**src/rtl/note_player.sv**
```systemverilog
// note_player: turns one note command into timed playback,
// counting beats down and stepping a phase accumulator per sample.
module note_player #(
   parameter int NOTE_W  = 6,
   parameter int DUR_W   = 6,
   parameter int PHASE_W = 22,
   parameter int STEP_W  = 20
) (
   input  logic               clk,
   input  logic               rst,
   input  logic               play_enable,
   input  logic               load_new_note,
   input  logic [NOTE_W-1:0]  note_to_load,
   input  logic [DUR_W-1:0]   duration_to_load,
   input  logic               beat,
   input  logic [STEP_W-1:0]  step_size,
   input  logic               generate_next_sample,
   output logic [NOTE_W-1:0]  note,
   output logic [PHASE_W-1:0] sample_phase,
   output logic               new_sample_ready,
   output logic               busy,
   output logic               done_with_note
);

   typedef enum logic [1:0] {
      IDLE,
      PLAY,
      DONE
   } state_t;

   state_t              state, state_n;
   logic [DUR_W-1:0]    cnt, cnt_n;
   logic [NOTE_W-1:0]   note_n;
   logic [PHASE_W-1:0]  phase_n;
   logic                accept_beat;
   logic                advance;

   always_comb begin
      state_n     = state;
      cnt_n       = cnt;
      note_n      = note;
      phase_n     = sample_phase;
      accept_beat = (state == PLAY) && play_enable && beat;
      advance     = (state == PLAY) && play_enable
                    && generate_next_sample && (note != '0);
      if (load_new_note) begin
         note_n  = note_to_load;
         cnt_n   = duration_to_load;
         phase_n = '0;
         state_n = (duration_to_load == '0) ? DONE : PLAY;
      end else begin
         if (advance)
            phase_n = sample_phase + PHASE_W'(step_size);
         unique case (state)
            IDLE: phase_n = '0;
            PLAY: begin
               if (accept_beat) begin
                  cnt_n = cnt - DUR_W'(1);
                  if (cnt == DUR_W'(1))
                     state_n = DONE;
               end
            end
            DONE: begin
               state_n = IDLE;
               phase_n = '0;
            end
            default: state_n = IDLE;
         endcase
      end
   end

   // busy/done are registered views of the state being entered
   always_ff @(posedge clk) begin
      if (rst) begin
         state            <= IDLE;
         cnt              <= '0;
         note             <= '0;
         sample_phase     <= '0;
         new_sample_ready <= 1'b0;
         busy             <= 1'b0;
         done_with_note   <= 1'b0;
      end else begin
         state            <= state_n;
         cnt              <= cnt_n;
         note             <= note_n;
         sample_phase     <= phase_n;
         new_sample_ready <= generate_next_sample & play_enable;
         busy             <= (state_n == PLAY);
         done_with_note   <= (state_n == DONE);
      end
   end

endmodule

```
**config.mk**
```make
export PLATFORM = sky130hd
export DESIGN_NAME = note_player
export DESIGN_NICKNAME = d
export VERILOG_FILES = /design/src/rtl/note_player.sv
export SDC_FILE = /design/constraint.sdc
export NUM_CORES = 1
export LEC_CHECK = 0
export BUFFER_PORTS_ARGS = -buffer_cell sky130_fd_sc_hd__buf_2
export CELL_PAD_IN_SITES_DETAIL_PLACEMENT = 1
export CELL_PAD_IN_SITES_GLOBAL_PLACEMENT = 1
export CORE_MARGIN = 5
export CORE_UTILIZATION = 41
export DETAILED_ROUTE_END_ITERATION = 16
export PLACE_DENSITY = 0.83
export SYNTH_ARGS = -nofsm -noshare
export SYNTH_HDL_FRONTEND = slang
export SYNTH_SLANG_ARGS = --single-unit
```
**constraint.sdc**
```tcl
create_clock -name clk -period 6.9 [get_ports clk]
set_input_delay 1.035 -clock clk [delete_from_list [all_inputs] [get_ports clk]]
set_output_delay 1.035 -clock clk [all_outputs]
set_load 0.02 [all_outputs]
```
# ---- Word level (Yosys, flattened, before mapping)
# Index checks and enable logic that the tools add are counted.
dict set report totals {
  elab_cells 34
  in_bits 38
  out_inout_bits 31
  reg_bits 39
}
dict set report op_classes {
  eq_ne 5
  bitwise_logic 1
  addsub 2
  reduce_logical 11
  mux 8
}
# operator n
set ops {}
lappend ops {{22-bit by 20-bit adder with 22-bit output} 1}
lappend ops {{6-bit 2-to-1 mux} 3}
lappend ops {{2-bit 2-to-1 mux} 4}
lappend ops {{6-bit by 1-bit == test with 1-bit output, second input constant} 1}
lappend ops {{6-bit logical NOT} 1}
lappend ops {{6-bit nonzero test} 1}
lappend ops {{6-bit by 1-bit subtractor with 6-bit output, second input constant} 1}
lappend ops {{2-bit by 1-bit == test with 1-bit output, second input constant} 2}
lappend ops {{2-bit == test, second input constant} 2}
lappend ops {{1-bit logical AND} 4}
lappend ops {{2-bit one-hot mux with 2 select lines} 1}
lappend ops {{2-bit nonzero test} 2}
lappend ops {{4-bit OR reduction} 1}
lappend ops {{2-bit logical NOT} 1}
lappend ops {{2-bit AND reduction} 1}
lappend ops {{1-bit AND} 1}

# ---- Depth between registers and ports, before layout
dict set report logic_depth {
  word_depth 7
  ltp_mapped 9
  mapped_depth_nobuf 9
}

# ---- Worst setup path after synthesis
# OpenSTA, ideal clock, no wires.
dict set report synth_timing {
  path_type {input port to flip-flop}
  from {input port step_size[0]}
  to {register sample_phase[18]}
  path_buffers 0
  slack_ps 3869
  setup_ps 117
  stages 9
  t_arrival_ps 2914
  required_ps 6783
  cell_sequence {ha_1 -> inv_1 -> fa_1 -> nand2b_1 -> a21oi_1 -> o211ai_1 -> a2111oi_0 -> o21ai_0 -> a32o_1}
}
dict set report synth_via {
  elab_chain_len 1
}
# item line
set synth_rtl {}
lappend synth_rtl {{from (decl)} 16} ;# input logic [STEP_W-1:0] step_size,
lappend synth_rtl {{22-bit by 20-bit adder with 22-bit output} 53} ;# phase_n = sample_phase + PHASE_W'(step_size);
lappend synth_rtl {{to (signal assigned)} 86} ;# sample_phase <= phase_n;
lappend synth_rtl {{to (decl)} 19} ;# output logic [PHASE_W-1:0] sample_phase,
# No other way between the ends.
# A chain may end at the register's enable or synchronous reset.

# ---- Final worst setup path
# Same ends and word-level chain as after synthesis.

==> metrics.txt <==
Area Growth Syn to Fin=19.1%; area of the multi-input gates=1820 um^2; met1 Usage GRT=0.246; Syn Nets=between 400 and 500; TNS Setup=0 ns; Top delay family on crit path=compound AO/OA/AOI/OAI gates; Gate Count Post-Synth=350; Final ANT Viol Nets=0; WHS=0.481 ns; Final Hold Vio Count=0; syn_area_per_cell=7.74 um^2; Die Y=91.3 um; vias=2,846; Worst Skew=0.00458 ns; EDFF count, synth=0; Max Clk Rate=324 MHz; Max Slew Vio Count=0; share of the synthesized area in the top cell type=0.288; DRC=0; die area=8330 um^2; average wire per standard cell=16.8 um; GRT Total Usage=0.199; Critical Path Sink Type=flop; final worst-path cycle share=0.447; Reg area=781 um^2; DR pass1 iterations=4; largest cells by area after synthesis=dfxtp_1 29%, ha_1 10%, a21oi_1 6.5%, nand2_1 5.0%, nor2_1 4.7%; Post CTS Setup Buffer Count=0; MaxCap Viol Count=0; GR met2 Demand/Resource=0.348; commonest non-fill, non-tap cell in the layout=buf_2; register area share after synthesis=0.288; clk_lat worst skew=0.30 ns; most used cells in the layout excluding fill and tap cells=68 x buf_2, 39 x dfxtp_1, 36 x nand2_1; Synth area leader=dfxtp_1; largest net degree at the start of global routing=26; post-CTS sizing=0; initial antenna violation count=0; status=completed; # rows=29; Critical-path top delay cell=a2111oi_0; Tightest Hold Check Type=reg -> reg; nets=~470; met3 Use GR=0.0488; post-DP HPWL=6500 um; H-tree levels=2; 1st-iter DRT viols=69; Buffers on Ports=68; # diodes=0; IO Pins=approximately 70; total grt overflow=0; first-pass GRT wire length=about 14,000 um; CP Max Fanout=5; layout cell share with drive strength beyond 1=0.197; worst slew pin tran=1.05 ns; crit path DAT=3.28 ns; vias in the first global route=roughly 3.0k; Synth Flop Type=dfxtp_1; flops & latches, synth=39; LEAKAGE=1.45 nW; Root Driver=clkbuf_8; # clock sinks=39; slew margin rel.=0.301; Yosys cell types=52; hold buffers post-CTS=0; routed vias/inst=5.82; CTS tree=built; WS Path Type=in -> reg; crit path time final=3.09 ns; Routability Congestion=0.828; worst vdd ir=between 90 and 100 uV; Synth Cell Area=2710 um^2; Req. time, crit path=7.09 ns; Async S/R FF share, synth=0; initial core utilization=0.424; Routed Wire Length=8220 um; crit-path cells=buf_2 > ha_1 > inv_1 > fa_1 > nand2b_1 > a21oi_1 > o211ai_1 > a2111oi_0 > o21ai_0 > a32o_1; most used routing layer=met2; RSZ-0062 raised after global routing=false; clock transition at the registers of the reported paths=0.08 ns; Buf/Inv on CP=2; total CTS buffers=5; die width=~90 um; slowest cell delay on critical path=0.50 ns; Ys Warns=0; Startpoint Class=input pin; number of setup violations in the final report=0; Placeable Area=6390 um^2; clk buf depth=2; fillers=approximately 840; Power Density=167 nW/um^2
## flip-flops by register name, indices dropped and copies added (netlist names)
signal,cells
state,2
cnt,6
busy,1
sample_phase,22
note,6
done_with_note,1
new_sample_ready,1
## cell families (layout without fill, tap and decap cells)
kind of cell	after synthesis	in the layout	synth area share
flops	39	39	0.288
simple gates	144	144	0.263
compound gates	98	98	0.235
fa+ha+maj	23	23	0.109
buf+inv	27	89	0.0384
mux	10	10	0.0374
xor+xnor	9	9	0.0291
## per-layer routing
| metal | vias up | routed length, um |
|---|---|---|
| li1 | 1406 | - |
| met1 | 1358 | 3790 |
| met2 | 71 | 3920 |
| met3 | 11 | 421 |
| met4 | 0 | 89 |
| met5 | - | 0 |
## worst min-delay path: stages, from the launching register on
cell and delay (ns):
dfxtp_1 0.33, nand2_1 0.06, a21oi_1 0.05
## power by group
part	total, mW	internal, mW	switching [mW]
sequential	0.236	0.231	0.00525
clock	0.230	0.145	0.0851
combinational	0.0737	0.0294	0.0443
## cell usage after synthesis, drive strengths merged, types with 3 or more instances
cell,count
dfxtp,39
nand2,36
a21oi,35
nor2,34
ha,22
nand3,22
o21ai,15
clkbuf,12
inv,12
mux2i,9
nor3,9
a21o,8
or3,8
o211ai,7
xnor2,7
a211oi,6
and2,6
nand4,6
and3,5
o21a,5
nand2b,4
nor4,4
o31ai,4
a31oi,3
a32o,3
buf,3
## final timing paths
path | from | slack (ns) | depth (start not counted) | end
worst max-delay path | step_size[0] | 3.81 | 10 | sample_phase[18]
worst max register to register | sample_phase[0] | 4.26 | 9 | sample_phase[18]
worst min register to register | sample_phase[5] | 0.48 | 2 | sample_phase[5]
worst min-delay path | sample_phase[5] | 0.48 | 2 | sample_phase[5]
## per-stage QoR
stage          worst slack (ns)  power (mW)  instances   util  cell area (um^2)
2_1_floorplan              3.87       0.288        350      -              2710
3_3_place_gp               3.62       0.312        481  0.484              3090
3_5_place_dp               3.54       0.315        481  0.484              3090
4_1_cts                    3.84       0.544        489  0.505              3230
5_1_grt                    3.61       0.563        489  0.505              3230
6_report                   3.81       0.540        489  0.505              3230
## area by class of cell
type / instances / area share
multi-input combinational: 284 / 0.565
sequential: 39 / 0.242
timing repair buffer: 69 / 0.108
tap: 77 / 0.0299
clock buffer: 6 / 0.0225
clock inverter: 2 / 0.0186
inverter: 12 / 0.0140
No activity file was read; power rests on OpenSTA's default activity.
